==> src/rtl/sprite_pkg.sv <==
// Shared constants and state encoding for the sprite blitter slice.
// Sprite geometry lives here so address generation and coordinate recovery agree.
package sprite_pkg;
    localparam int SPRITE_DIM   = 16;
    localparam int SPRITE_BITS  = $clog2(SPRITE_DIM);
    localparam int SCREEN_W_DEF = 640;
    localparam int SCREEN_H_DEF = 480;

    typedef enum logic [2:0] {
        ST_IDLE  = 3'd0,
        ST_READ  = 3'd1,
        ST_CHECK = 3'd2,
        ST_EMIT  = 3'd3,
        ST_DONE  = 3'd4
    } state_e;
endpackage

==> src/rtl/sprite_blitter_if.sv <==
// Sprite ROM read port plus framebuffer pixel valid/ready channel.
// The blitter drives the master side; ROM and framebuffer sit on the slave side.
interface sprite_blitter_if #(
    parameter int PIXEL_W = 8
);
    logic [7:0]         rom_address;
    logic [PIXEL_W-1:0] rom_data;
    logic               pix_valid;
    logic               pix_ready;
    logic [9:0]         pix_row;
    logic [9:0]         pix_column;
    logic [PIXEL_W-1:0] pix_data;

    modport master (
        output rom_address, pix_valid, pix_row, pix_column, pix_data,
        input  rom_data, pix_ready
    );
    modport slave (
        input  rom_address, pix_valid, pix_row, pix_column, pix_data,
        output rom_data, pix_ready
    );
endinterface

==> src/rtl/sprite_coord.sv <==
// Recovers screen row/column from a sprite ROM address and the sprite origin.
// Purely combinational; sums are 11 bits so an origin near the edge never wraps.
module sprite_coord
    import sprite_pkg::*;
#(
    parameter int SCREEN_W = SCREEN_W_DEF,
    parameter int SCREEN_H = SCREEN_H_DEF
) (
    input  logic [7:0]  address,
    input  logic [9:0]  rowshift,
    input  logic [9:0]  columnshift,
    output logic [10:0] r,
    output logic [10:0] c,
    output logic        offscreen
);
    // Low address nibble is the row offset, high nibble the column offset.
    assign r = {1'b0, rowshift}    + 11'(address[SPRITE_BITS-1:0]);
    assign c = {1'b0, columnshift} + 11'(address[7:SPRITE_BITS]);
    assign offscreen = (r >= 11'(SCREEN_W)) || (c >= 11'(SCREEN_H));
endmodule

==> src/rtl/sprite_blitter.sv <==
// Walks a 16x16 sprite ROM and emits visible, opaque pixels with screen coords.
// Latency: first pixel valid 3 cycles after start; 3 cycles/emitted, 2 cycles/skipped pixel.
// Backpressure: pixel held stable in EMIT until pix_ready; each stalled cycle adds one cycle.
module sprite_blitter
    import sprite_pkg::*;
#(
    parameter int                 PIXEL_W     = 8,
    parameter int                 SCREEN_W    = SCREEN_W_DEF,
    parameter int                 SCREEN_H    = SCREEN_H_DEF,
    parameter logic [PIXEL_W-1:0] TRANSPARENT = '0
) (
    input  logic             clk,
    input  logic             reset_n,
    input  logic             start,
    input  logic [9:0]       rowshift,
    input  logic [9:0]       columnshift,
    output logic             busy,
    output logic             done,
    sprite_blitter_if.master bus
);
    state_e             state_q;
    logic [7:0]         counter_q;
    logic [9:0]         rowshift_q;
    logic [9:0]         columnshift_q;
    logic [9:0]         pix_row_q;
    logic [9:0]         pix_column_q;
    logic [PIXEL_W-1:0] pix_data_q;

    logic [10:0] r;
    logic [10:0] c;
    logic        offscreen;
    logic        skip;
    logic        last;

    sprite_coord #(
        .SCREEN_W (SCREEN_W),
        .SCREEN_H (SCREEN_H)
    ) u_coord (
        .address     (counter_q),
        .rowshift    (rowshift_q),
        .columnshift (columnshift_q),
        .r           (r),
        .c           (c),
        .offscreen   (offscreen)
    );

    assign skip = (bus.rom_data == TRANSPARENT) || offscreen;
    assign last = &counter_q;

    always_ff @(posedge clk or negedge reset_n) begin
        if (!reset_n) begin
            state_q       <= ST_IDLE;
            counter_q     <= '0;
            rowshift_q    <= '0;
            columnshift_q <= '0;
            pix_row_q     <= '0;
            pix_column_q  <= '0;
            pix_data_q    <= '0;
        end else begin
            case (state_q)
                ST_IDLE: begin
                    if (start) begin
                        rowshift_q    <= rowshift;
                        columnshift_q <= columnshift;
                        counter_q     <= '0;
                        state_q       <= ST_READ;
                    end
                end
                ST_READ: state_q <= ST_CHECK;
                ST_CHECK: begin
                    if (skip) begin
                        if (last) begin
                            state_q <= ST_DONE;
                        end else begin
                            counter_q <= counter_q + 8'd1;
                            state_q   <= ST_READ;
                        end
                    end else begin
                        pix_row_q    <= r[9:0];
                        pix_column_q <= c[9:0];
                        pix_data_q   <= bus.rom_data;
                        state_q      <= ST_EMIT;
                    end
                end
                ST_EMIT: begin
                    if (bus.pix_ready) begin
                        if (last) begin
                            state_q <= ST_DONE;
                        end else begin
                            counter_q <= counter_q + 8'd1;
                            state_q   <= ST_READ;
                        end
                    end
                end
                ST_DONE: state_q <= ST_IDLE;
                default: state_q <= ST_IDLE;
            endcase
        end
    end

    assign busy            = (state_q != ST_IDLE);
    assign done            = (state_q == ST_DONE);
    assign bus.pix_valid   = (state_q == ST_EMIT);
    assign bus.rom_address = counter_q;
    assign bus.pix_row     = pix_row_q;
    assign bus.pix_column  = pix_column_q;
    assign bus.pix_data    = pix_data_q;
endmodule

==> src/flat_wrapper.sv <==
// flat-port wrapper written by rule: the top's interface ports become plain ports
module sprite_blitter_flat import sprite_pkg::*;
#(
    parameter int                 PIXEL_W     = 8,
    parameter int                 SCREEN_W    = SCREEN_W_DEF,
    parameter int                 SCREEN_H    = SCREEN_H_DEF,
    parameter logic [PIXEL_W-1:0] TRANSPARENT = '0
)
  (clk, reset_n, start, rowshift, columnshift, busy, done, bus_rom_address, bus_pix_valid, bus_pix_row, bus_pix_column, bus_pix_data, bus_rom_data, bus_pix_ready);
  sprite_blitter_if #(.PIXEL_W(PIXEL_W)) bus_i ();
  input  logic clk;
  input  logic reset_n;
  input  logic start;
  input  logic [9:0] rowshift;
  input  logic [9:0] columnshift;
  output logic busy;
  output logic done;
  output wire logic [$bits(bus_i.rom_address)-1:0] bus_rom_address;
  output wire logic [$bits(bus_i.pix_valid)-1:0] bus_pix_valid;
  output wire logic [$bits(bus_i.pix_row)-1:0] bus_pix_row;
  output wire logic [$bits(bus_i.pix_column)-1:0] bus_pix_column;
  output wire logic [$bits(bus_i.pix_data)-1:0] bus_pix_data;
  input wire logic [$bits(bus_i.rom_data)-1:0] bus_rom_data;
  input wire logic [$bits(bus_i.pix_ready)-1:0] bus_pix_ready;
  assign bus_rom_address = bus_i.rom_address;
  assign bus_pix_valid = bus_i.pix_valid;
  assign bus_pix_row = bus_i.pix_row;
  assign bus_pix_column = bus_i.pix_column;
  assign bus_pix_data = bus_i.pix_data;
  assign bus_i.rom_data = bus_rom_data;
  assign bus_i.pix_ready = bus_pix_ready;
  sprite_blitter #(.PIXEL_W(PIXEL_W), .SCREEN_W(SCREEN_W), .SCREEN_H(SCREEN_H), .TRANSPARENT(TRANSPARENT)) u_core (.clk(clk), .reset_n(reset_n), .start(start), .rowshift(rowshift), .columnshift(columnshift), .busy(busy), .done(done), .bus(bus_i));
endmodule
==> config.mk <==
export PLATFORM = sky130hd
export DESIGN_NAME = sprite_blitter_flat
export DESIGN_NICKNAME = d
export VERILOG_FILES = /design/src/rtl/sprite_pkg.sv /design/src/rtl/sprite_blitter_if.sv /design/src/rtl/sprite_coord.sv /design/src/rtl/sprite_blitter.sv /design/src/flat_wrapper.sv
export SDC_FILE = /design/constraint.sdc
export NUM_CORES = 1
export LEC_CHECK = 0
export CORE_ASPECT_RATIO = 1.25
export CORE_MARGIN = 4
export CORE_UTILIZATION = 40
export CTS_CLUSTER_SIZE = 40
export DETAILED_ROUTE_END_ITERATION = 12
export PLACE_DENSITY = 0.69
export SKIP_LAST_GASP = 1
export SYNTH_ARGS = -nofsm -noshare
export SYNTH_HDL_FRONTEND = slang
export SYNTH_SLANG_ARGS = --single-unit
==> constraint.sdc <==
create_clock -name clk -period 2.85 [get_ports clk]
set_input_delay 0.57 -clock clk [delete_from_list [all_inputs] [get_ports clk]]
set_output_delay 0.57 -clock clk [all_outputs]
set_load 0.1 [all_outputs]
==> impl_metrics.ini, run 1 <==
[timing]
timing.hold.ws_ns = 0.234
fmax_mhz = 363
skew_ns = 0.00661
grt_setup_unrepaired = no
drv_slew = 0
setup_violations = 0
hold_viol_final = 0
min_period_over_period = 0.966
tightest_slew_ns = 0.610
min_period_ns = 2.75
slew_headroom = 0.593

[setup_path]
arrival_ns = 3.02
crit-reg2reg-launch = u_core.bus.rom_address[0]
critPathLaunch = u_core.bus.rom_address[0]
critPathCaptureType = flip-flop
path_max_fanout = 12
critPathLaunchType = flip-flop
critPathKind = flip-flop to flip-flop
required_ns = 3.11
ff2ff_setup_slack_ns = 0.1

[die]
start_util = 0.411
fp.dieW_microns = 85.8
die_y_microns = 105
core_sq_um = 7360
die-area_sq_um = 9020
io_pins = 71
core.rowCount = 35

[cts]
cts_buffers = 9
clk_pin_slew_ns = 0.07
clockRootBuffer = clkbuf_8
clkSinkCount = 59
htree_levels = 3
clock_latency_ns = 0.34
tritoncts = built
clockBufferDepth = 2

[min_path]
holdCritPathClass = input port to asynchronous set/reset pin

[logic_synthesis]
yosysTopAreaCellShare = 0.488
synthAdderAreaFrac = 0.0505
synth-seq-cells = 59
yosysWarnings = 0
yosys.area.top_type = dfrtp_1
synth_nets = 350
synthesis.area_sq_um = 3020
yosys.area_share.simple = 0.192
synth_top_family_by_area = simple AND/OR/NAND/NOR gates
synthCells = 307
synth_cell_types = 45
synth_ff_type = dfrtp_1
synthArstFlopShare = 1.00
synthTopCellsByCount = 59 x dfrtp_1, 54 x nand2_1, 26 x o21ai_0
synth_area_leaders = dfrtp_1 49%, mux2_2 7.8%, nand2_1 6.7%
syn_area_per_cell_sq_um = 9.85
ys_seq_area_frac = 0.488
synthMuxAreaShare = 0.0782
synth-xor-area-share = 0.0376
synth_compound_area_frac = 0.124
synth_edf_count = 0
yosysMostFrequentCell = dfrtp_1

[placed_design]
port_buffers = 70
place_congestion = 0.865
dp_hpwl_microns = 5440
placed_area_sq_um = 3840

[global_route]
grt_max_degree = 36
grt_overflow = 0
grt.total_usage = 0.171
grt_pass1_wl_microns = 12100
grt_pass1_vias = 2505
antenna_found_initial = 0

[final_layout]
design_area_sq_um = 4070
final_core_util = 0.553
nets = 435
area_growth_pct = 34.5
diodes = 0
drive_gt1_frac = 0.287

[route]
avgViaCountPerCell = 5.11
vias = 2499
wire_per_inst_microns = 14.6
drc = 0
antenna_left = 0
drt_iter0_markers = 91
wirelength_microns = 7160
drtPass1Iterations = 4

[job]
cap_violations = 0

[run_status]
status = finished clean
-- routing by layer --
| layer | wire [microns] | global-route usage |
|---|---|---|
| met5 | 0 | 0 |
| met1 | 3100 | 0.217 |
| met2 | 3560 | 0.278 |
| met3 | 339 | 0.0430 |
| met4 | 159 | 0.0667 |
-- sequential cells by signal, indices dropped and copies added, names as in the netlist --
| signal | count |
|---|---|
| u_core.bus.pix_column | 10 |
| u_core.rowshift_q | 10 |
| u_core.columnshift_q | 10 |
| u_core.bus.rom_address | 8 |
| u_core.state_q | 3 |
| u_core.bus.pix_row | 10 |
| u_core.bus.pix_data | 8 |
-- timing repair --
| item | in CTS | in global routing |
|---|---|---|
| pin swaps | 0 | 2 |
| setup endpoints to repair | 1 | 35 |
| setup buffers | 0 | 1 |
| hold buffers | 0 | 0 |
| gates resized for setup | 1 | 6 |
-- placed cells by master, fill, tap and decap left out, types with 2 or more instances in the layout --
master / instances
a21o_1: 2
a21oi_1: 10
and2_1: 3
buf_4: 54
clkbuf_8: 9
clkdlybuf4s50_1: 30
clkinv_2: 4
dfrtp_1: 51
dfrtp_2: 3
dfrtp_4: 5
ha_1: 8
inv_1: 10
mux2_2: 21
nand2_1: 54
nand2b_1: 2
nand3_1: 10
nand4_1: 4
nor2_1: 19
nor2b_1: 5
nor4_1: 3
o211a_1: 2
o21a_1: 2
o21ai_0: 26
o31ai_1: 4
or2_2: 3
or3_1: 3
or4_1: 4
xnor2_1: 6
xor2_1: 7
-- cell families after synthesis --
group	after synthesis
and+or+nand+nor	121
AOI/OAI and AO/OA	60
DFF	59
buffers and inverters	22
muxes	21
xor gates and xnor gates	13
adders and majority gates	11
-- area by class of cell --
cell class	instances	area, sq um
clock inverters	6	57.6
well taps	92	115
inverters	11	41.3
clock buffers	10	128
multi-input cells	226	1520
fillers	686	3290
flip-flops and latches	59	1500
repair buffers	85	711
-- metrics by stage --
| stage | TNS, ns | cells | setup slack (ns) |
|---|---|---|---|
| floorplan | -0.0506 | 307 | -0.0506 |
| global placement | 0 | 472 | 0.0606 |
| detailed placement | 0 | 472 | 0.0138 |
| CTS | 0 | 488 | 0.0420 |
| global route | 0 | 489 | 0.00341 |
| finish | 0 | 489 | 0.0959 |
-- path summary, 6_finish.rpt --
| kind | endpoint | depth (start not counted) |
|---|---|---|
| worst max-delay path | u_core.bus.rom_address[6] | 10 |
| worst min-delay path | u_core.bus.pix_data[5] | 1 |
| worst max register to register | u_core.bus.rom_address[6] | 10 |
| worst min register to register | u_core.bus.pix_data[4] | 2 |
| max in group asynchronous | u_core.bus.rom_address[2] | 2 |
| min in group clk | u_core.bus.pix_data[4] | 2 |
-- critical path: stages (launching register included) --
cell and delay (ns):
dfrtp_4 0.48, ha_4 0.17, inv_2 0.05, fa_2 0.23, nor2b_4 0.06, or4_1 0.39
o211a_1 0.24, o22a_1 0.23, and3_4 0.21, or4_1 0.48, a21oi_1 0.14
Power of run 1 is left out: the tool's default activity adds up to more than one toggle a clock period on the data nets, which glitch-free logic cannot reach.
==> run 2, diff against run 1 <==
--- a/config.mk
+++ b/config.mk
@@ -6,7 +6,6 @@
 export NUM_CORES = 1
 export LEC_CHECK = 0
 export CORE_ASPECT_RATIO = 1.25
-export CORE_MARGIN = 4
 export CORE_UTILIZATION = 40
 export CTS_CLUSTER_SIZE = 40
 export DETAILED_ROUTE_END_ITERATION = 12
==> run 2 against run 1 <==
Against the previous run: utilization grew 0.31 points; register-to-register slack is essentially flat; cell count shrank 0.20%; worst hold slack gained 0.13 ns; clock skew grew 0.0052 ns; via count grew 1.3%.
==> impl_metrics.ini, run 2 (synthesis results as in run 1) <==
[job]
cap_violations = 0

[global_route]
grt.total_usage = 0.194
grt_pass1_wl_microns = 11700
grt_overflow = 0
grt_max_degree = 60
grt_pass1_vias = 2502
antenna_found_initial = 0

[cts]
cts_buffers = 9
clockBufferDepth = 2
htree_levels = 3
clk_pin_slew_ns = 0.07
clkSinkCount = 59
clock_latency_ns = 0.34
tritoncts = built
clockRootBuffer = clkbuf_8

[die]
start_util = 0.411
fp.dieW_microns = 79.8
core.rowCount = 35
die_y_microns = 99.2
die-area_sq_um = 7910
core_sq_um = 7360
io_pins = 71

[route]
drt_iter0_markers = 96
wire_per_inst_microns = 14.5
drc = 0
wirelength_microns = 7070
antenna_left = 0
avgViaCountPerCell = 5.19
vias = 2531
drtPass1Iterations = 8

[timing]
slew_headroom = 0.507
skew_ns = 0.0118
setup_violations = 0
fin_ws_ns = 0.0830
min_period_over_period = 0.971
grt_setup_unrepaired = yes
fmax_mhz = 361
drv_slew = 0
tightest_slew_ns = 0.739
min_period_ns = 2.77
hold_viol_final = 0

[setup_path]
critPathLaunch = u_core.bus.rom_address[0]
crit-reg2reg-launch = u_core.bus.rom_address[0]
arrival_ns = 3.03
critPathLaunchType = flip-flop
worst_path_max_delay_cell = dfrtp_4
ff2ff_setup_slack_ns = 0.08
crit_end = u_core.bus.rom_address[6]
cp_cell_sequence = ha_4, inv_2, fa_2, nor2b_4, or4_1, o211a_1, o22a_1, and3_4, or4_1, a21oi_2
critPathCaptureType = flip-flop
r2r_cells = 10
critPathKind = flip-flop to flip-flop
path_max_fanout = 11
required_ns = 3.11
worstReg2RegEnd = u_core.bus.rom_address[6]
max_stage_delay_ns = 0.49
cpMostUsedCell = or4_1

[placed_design]
port_buffers = 70
place_congestion = 0.815
place_ws_ns = 0.0262
dp_hpwl_microns = 5180

[final_layout]
nets = 434
final_cell_mix = 54 x nand2_1, 53 x buf_4, 51 x dfrtp_1
final_common_cell = nand2_1
diodes = 0
drive_gt1_frac = 0.285
area_growth_pct = 35.3
nFillCells = 666

[min_path]
holdCritPathClass = input port to asynchronous set/reset pin

[run_status]
status = finished clean
## run 2: final cells by class
type | count | area [sq um] | share of cell area
repair buffers | 84 | 703 | 0.172
inverters | 11 | 41.3 | 0.0101
flip-flops and latches | 59 | 1500 | 0.366
clock buffers | 12 | 155 | 0.0379
clock inverters | 4 | 72.6 | 0.0177
well taps | 92 | 115 | 0.0281
multi-input cells | 226 | 1510 | 0.368
## run 2: worst min path at each step
stage,end,depth (start not counted)
floorplan,u_core.bus.pix_column[0],0
global placement,u_core.bus.pix_data[1],2
detailed placement,u_core.bus.pix_data[3],2
CTS,u_core.bus.pix_column[7],2
global route,u_core.bus.pix_column[7],2
finish,u_core.bus.pix_column[7],2
## run 2: through the flow
stage               hold slack, ns  cells  TNS [ns]   util  cell area, sq um
global placement             0.462    470         0  0.520              3820
finish                       0.368    488         0  0.556              4090
CTS                          0.401    486         0  0.551              4050
detailed placement           0.468    470         0  0.520              3820
global route                 0.439    488   -0.0249  0.556              4090
floorplan                    0.274    307   -0.0506      -              3070
## run 2: routing by layer
layer  GRT usage  part of all wire  routed length, microns  up-vias
met5           0                 0                       0        -
met4      0.0852             0.018                     130        0
met3      0.0413             0.035                     249       10
met2       0.313              0.51                    3600       60
met1       0.249              0.44                    3090     1221
li1            -                 -                       -     1240
## run 2: critical path: cells and delay by family, from the launching register on
family	cells	cell delay [ns]
buffers and inverters	1	0.07
AO/OA/AOI/OAI	3	0.59
adder cells (fa/ha/maj)	2	0.40
flip-flops	1	0.49
AND/OR/NAND/NOR	4	1.14
## run 2: timing repair
item	in CTS	in global routing
hold buffers	0	0
setup buffers	0	2
gates resized for setup	0	6
setup endpoints to repair	0	35
Power of run 2 is left out for the same reason.
==> run 3, diff against run 2 <==
--- a/config.mk
+++ b/config.mk
@@ -6,6 +6,7 @@
 export NUM_CORES = 1
 export LEC_CHECK = 0
 export CORE_ASPECT_RATIO = 1.25
+export CORE_MARGIN = 1
 export CORE_UTILIZATION = 40
 export CTS_CLUSTER_SIZE = 40
 export DETAILED_ROUTE_END_ITERATION = 12
==> results of run 3 <==
Final layout, timing and power as in run 2 (identical DEF).
Power of run 3 is left out for the same reason.
==> patch 1 (settings of run 1) <==
Re-encode `state_e` (5 states) as one-hot, 5 bits wide.
--- a/src/rtl/sprite_pkg.sv
+++ b/src/rtl/sprite_pkg.sv
@@ -6,12 +6,12 @@
     localparam int SCREEN_W_DEF = 640;
     localparam int SCREEN_H_DEF = 480;
 
-    typedef enum logic [2:0] {
-        ST_IDLE  = 3'd0,
-        ST_READ  = 3'd1,
-        ST_CHECK = 3'd2,
-        ST_EMIT  = 3'd3,
-        ST_DONE  = 3'd4
+    typedef enum logic [4:0] {
+        ST_IDLE  = 5'b00001,
+        ST_READ  = 5'b00010,
+        ST_CHECK = 5'b00100,
+        ST_EMIT  = 5'b01000,
+        ST_DONE  = 5'b10000
     } state_e;
 endpackage
 
Check against the original RTL: same outputs for any inputs over 10 cycles, from zero or initial values and one cycle with reset_n low; not proved beyond that.
==> patch 1 against run 1 <==
- wire length shrank 3.3%
- largest cell class unchanged
- sequential cell count grew 2
- area after synthesis grew 4.8%
- cell area grew 2.6%
- sequential share of layout area grew 0.19 points
- global-route usage shrank 0.83 points
- setup slack gained 0.018 ns
- cell count shrank 8.0%
==> patch 1: results (changes against run 1) <==
[run_status]
status=finished, final reports clean

[global_routing]
grt_pass1_vias=2390  ; -4.6%
grt_usage_pct=16.3  ; -0.83 points
grt_util_met1_pct=19.7  ; -2.0 points
grt_max_degree=33  ; -8.3%
grt_use_met3_pct=4.82  ; +0.52 points
grtUsageMet2_pct=27.0  ; -0.84 points
grt_pass1_wl_um=11600  ; -3.8%

[finish]
fin_nets=393  ; -9.7%
drive_above_1_share_pct=37.5  ; +8.7 points

[power_and_ir_drop]
vdd_ir_drop_max_mv=0.681

[synth]
yosysSeqAreaShare_pct=48.2  ; -0.60 points
synth_warnings=0  ; unchanged
ys_top_cells_by_area=dfrtp_1 47%, mux2_2 14%, ha_1 3.6%, mux2_4 3.3%, mux2i_1 2.8%
muxShareOfSynthArea_pct=20.4  ; +13 points
yosysUniqueCellTypes=43  ; -4.4%
synth_fa_ha_area_share_pct=4.82  ; -0.23 points
yosys-top-cells-count=60 x dfrtp_1, 40 x mux2_2, 18 x nand2_1
synth_compound_area_share_pct=6.40  ; -6.0 points
synth_nets=309  ; -12%

[placed_design]
place.gp.congestion=0.785  ; -9.2%
portBuffers=70  ; unchanged
dp_hpwl_um=5260  ; -3.3%
place_inst=433  ; -8.3%
dpl_cell_area_sq_um=4000  ; +4.2%

[critical_path]
critPathMaxFanout=8  ; -4
cp.arrival_ns=2.96  ; -0.06 ns
ff2ff_path_depth=11  ; +1
reg2reg_slack_ns=0.11  ; +0.02 ns
worstReg2RegEnd=u_core.bus.rom_address[0]$_DFFE_PN0P_
r2r_start=u_core.bus.rom_address[4]$_DFFE_PN0P_

[drt]
wirelength_um=6930  ; -3.3%
drt_first_iter_violations=125  ; +37%

[sta]
fin_worst_skew_ns=0.00576  ; -0.000845 ns

[patch 1: per-layer routing]
layer	vias up	routed length, um
met5	-	0
met3	8	364
met2	46	3580
met1	1123	2860
met4	0	115
li1	1118	-
[patch 1: cell type report]
cell class / count / area [sq um]
fillers: 695 / 3570
multi-input cells: 187 / 1610
flip-flops and latches: 61 / 1550
repair buffers: 82 / 713
clock buffers: 14 / 143
well taps: 95 / 119
inverters: 9 / 33.8
clock inverters: 2 / 10.0
[patch 1: worst max path at each step]
| stage | slack [ns] | from | end |
|---|---|---|---|
| 5_1_grt | -0.06 | u_core.bus.rom_address[4]$_DFFE_PN0P_ | u_core.bus.rom_address[0]$_DFFE_PN0P_ |
| 6_report | 0.11 | u_core.bus.rom_address[4]$_DFFE_PN0P_ | u_core.bus.rom_address[0]$_DFFE_PN0P_ |
| 3_3_place_gp | 0.14 | bus_rom_data[1] | u_core.bus.rom_address[0]$_DFFE_PN0P_ |
| 3_5_place_dp | 0.06 | u_core.bus.rom_address[4]$_DFFE_PN0P_ | u_core.bus.rom_address[0]$_DFFE_PN0P_ |
| 2_1_floorplan | -0.03 | u_core.bus.rom_address[0]$_DFFE_PN0P_ | u_core.bus.pix_column[6]$_DFFE_PN0P_ |
| 4_1_cts | 0.04 | u_core.bus.rom_address[4]$_DFFE_PN0P_ | u_core.bus.rom_address[0]$_DFFE_PN0P_ |
[patch 1: report_power, final]
part	switching, mW	total (mW)	internal [mW]
sequential	0.239	1.34	1.10
clock	0.317	0.631	0.314
combinational	0.997	1.58	0.587
total	1.55	3.56	2.00
[patch 1: cell families (layout without fill, tap and decap cells)]
family / count (synthesis) / after routing
buf+inv: 18 / 107
mux: 56 / 56
xor+xnor: 15 / 15
simple gates: 77 / 77
flops: 61 / 61
compound gates: 28 / 28
fa+ha+maj: 11 / 11
[patch 1: repair_timing]
action | CTS | global route
gates resized for setup | 0 | 2
setup buffers | 0 | 1
setup endpoints to repair | 0 | 23
endpoints found under the hold margin | 0 | 0
[patch 1: metrics by stage]
stage | hold WS [ns] | total power [mW] | worst slack, ns
final | 0.268 | 3.56 | 0.113
after global routing | 0.311 | 3.79 | -0.0577
after CTS | 0.269 | 3.58 | 0.0437
after detailed placement | 0.486 | 2.93 | 0.0576
after global placement | 0.487 | 2.91 | 0.140
after floorplan | 0.274 | 2.55 | -0.0270
[patch 1: worst max-delay path, stage by stage, from the launching register on]
cell	delay (ns)
dfrtp_4	0.45
ha_4	0.13
inv_1	0.04
fa_2	0.34
nand2b_4	0.15
a211oi_2	0.20
xor2_1	0.21
nand4_1	0.13
and4_1	0.24
buf_4	0.18
a21oi_4	0.19
mux2_2	0.35
==> patch 2 (settings of run 1) <==
Made on the original files. `PIXEL_W` is set to 8 in 3 places; all go to 12.
--- a/src/rtl/sprite_blitter_if.sv
+++ b/src/rtl/sprite_blitter_if.sv
@@ -1,7 +1,7 @@
 // Sprite ROM read port plus framebuffer pixel valid/ready channel.
 // The blitter drives the master side; ROM and framebuffer sit on the slave side.
 interface sprite_blitter_if #(
-    parameter int PIXEL_W = 8
+    parameter int PIXEL_W = 12
 );
     logic [7:0]         rom_address;
     logic [PIXEL_W-1:0] rom_data;
--- a/src/rtl/sprite_blitter.sv
+++ b/src/rtl/sprite_blitter.sv
@@ -4,7 +4,7 @@
 module sprite_blitter
     import sprite_pkg::*;
 #(
-    parameter int                 PIXEL_W     = 8,
+    parameter int                 PIXEL_W     = 12,
     parameter int                 SCREEN_W    = SCREEN_W_DEF,
     parameter int                 SCREEN_H    = SCREEN_H_DEF,
     parameter logic [PIXEL_W-1:0] TRANSPARENT = '0
--- a/src/flat_wrapper.sv
+++ b/src/flat_wrapper.sv
@@ -1,7 +1,7 @@
 // flat-port wrapper written by rule: the top's interface ports become plain ports
 module sprite_blitter_flat import sprite_pkg::*;
 #(
-    parameter int                 PIXEL_W     = 8,
+    parameter int                 PIXEL_W     = 12,
     parameter int                 SCREEN_W    = SCREEN_W_DEF,
     parameter int                 SCREEN_H    = SCREEN_H_DEF,
     parameter logic [PIXEL_W-1:0] TRANSPARENT = '0
Ports: changed (resized bus_pix_data and bus_rom_data); port bits go from 71 to 79. The function was not compared with the original's and may differ.
==> patch 2 against run 1 <==
- cell area grew 8.9%
- utilization is 0.90 points higher
- maximum frequency is 0.71% higher
- non-clock buffer count rose by 5
- area after synthesis increased by 8.4%
- setup slack better by 0.019 ns
- wire length rose by 6.6%
- global-route usage decreased by 0.76 points
- count of clock-buffer cells in the layout increased by 1
- sequential cell count increased by 4
Power is not shown: default switching activity piles up to over one toggle a cycle in this logic, so the estimate is an artifact.
==> patch 2: results (changes against run 1) <==
[sta]
fin_worst_skew_ns=0.00868  ; +0.00208 ns
tightestPinTransition_ns=0.666  ; +0.0556 ns

[clock_network]
postCtsSetupRepairBufs=0  ; unchanged
cts-resized-gates=0  ; -1
clk_pin_slew_ns=0.07  ; about the same
clk_latency_ns=0.34  ; about the same
cts_buffers=9  ; unchanged
htreeDepth=3  ; unchanged
cts_buffer_depth=2  ; unchanged
root_buffer=clkbuf_8

[placed_design]
dp_slack_ns=0.0936  ; +0.0798 ns
place_inst=494  ; +4.7%
dpl_cell_area_sq_um=4130  ; +7.6%
place.gp.congestion=0.822  ; -5.0%
dp_hpwl_um=5750  ; +5.7%
portBuffers=78  ; +11%

[synth]
synth_xor_area_share_pct=3.47  ; -0.29 points
synth_fa_ha_area_share_pct=4.66  ; -0.39 points
yosys-top-cells-count=88 x nand2_1, 63 x dfrtp_1, 17 x mux2_4
syn_avg_cell_area_sq_um=10.1  ; +2.4%
synth_compound_area_share_pct=10.5  ; -1.9 points
ys_top_cells_by_area=dfrtp_1 48%, nand2_1 10%, mux2_4 7.8%, ha_1 3.4%, o21ai_1 2.3%
muxShareOfSynthArea_pct=8.74  ; +0.92 points
synth_nets=372  ; +6.3%
synth_warnings=0  ; unchanged
synth-main-ff-cell=dfrtp_1
yosysSeqAreaShare_pct=48.1  ; -0.71 points
synth_top_family_by_area=simple AND/OR/NAND/NOR gates
yosysUniqueCellTypes=50  ; +11%

[drt]
drt_first_iter_violations=66  ; -27%
vias_per_cell=5.13  ; +0.48%
first_pass_iters=4  ; unchanged
drc_errors=0  ; unchanged
detail_route.wl_per_cell_um=14.9  ; +1.8%

[global_routing]
grtUsageMet2_pct=25.5  ; -2.4 points
grt_pass1_wl_um=12100  ; -0.28%
antenna_found_initial=0  ; unchanged
grt_use_met3_pct=3.40  ; -0.90 points
grt_util_met1_pct=20.5  ; -1.1 points
grt_max_degree=40  ; +11%
grt_usage_pct=16.3  ; -0.76 points
grt_pass1_vias=2538  ; +1.3%

[finish]
largest_register_ffs=12
fin_cells=512  ; +4.7%
drive_above_1_share_pct=26.6  ; -2.1 points
fin_nets=459  ; +5.5%
n_antenna_cell=0  ; unchanged
fillers=708  ; +3.2%

[run_status]
status=finished, final reports clean

[critical_path]
critPathMaxFanout=20  ; +8
cp_slowest_cell=dfrtp_4
cp.arrival_ns=2.95  ; -0.07 ns
cp_top_family=multiplexers
cpPeakStageDelay_ns=0.50  ; +0.02 ns

[min_path]
hp-class=in -> async

-- patch 2: cell count changes after synthesis, sizes merged, moves of 5 or more --
cell / before / now
nand2: 54 / 88
a21oi: 11 / 6
nor2: 20 / 15
o21ai: 26 / 20
-- patch 2: area by class of cell --
class / count / area (sq um) / share of cell area, %
clock buffer: 11 / 151 / 3.42
inverter: 8 / 30.0 / 0.678
sequential: 63 / 1590 / 36.0
multi-input combinational: 240 / 1620 / 36.5
tap: 95 / 119 / 2.68
timing repair buffer: 90 / 813 / 18.4
clock inverter: 5 / 104 / 2.34
-- patch 2: cells by family after synthesis --
logic type | count (synthesis)
buffers and inverters | 22
XOR/XNOR | 13
AND/OR/NAND/NOR | 146
adder cells (fa/ha/maj) | 11
flip-flops | 63
multiplexers | 20
AO/OA/AOI/OAI | 50
-- patch 2: final timing paths --
kind                                                             from                                     to  slack (ns)  cells after the start
worst min register to register   u_core.bus.pix_column[4]$_DFFE_PN0P_   u_core.bus.pix_column[4]$_DFFE_PN0P_        0.49                      1
worst max-delay path            u_core.bus.rom_address[5]$_DFFE_PN0P_     u_core.bus.pix_data[1]$_DFFE_PN0P_        0.12                      8
min in group clk                 u_core.bus.pix_column[4]$_DFFE_PN0P_   u_core.bus.pix_column[4]$_DFFE_PN0P_        0.49                      1
max in group asynchronous                                     reset_n  u_core.bus.rom_address[0]$_DFFE_PN0P_        1.98                      2
worst max register to register  u_core.bus.rom_address[5]$_DFFE_PN0P_     u_core.bus.pix_data[1]$_DFFE_PN0P_        0.12                      8
worst min-delay path                                          reset_n   u_core.bus.pix_column[6]$_DFFE_PN0P_        0.23                      1
-- patch 2: metal layers --
layer	vias up	wire [um]	part of all wire [%]
li1	1285	-	-
met1	1249	3150	41
met2	81	3720	49
met3	14	527	6.9
met4	0	240	3.1
met5	-	0	0
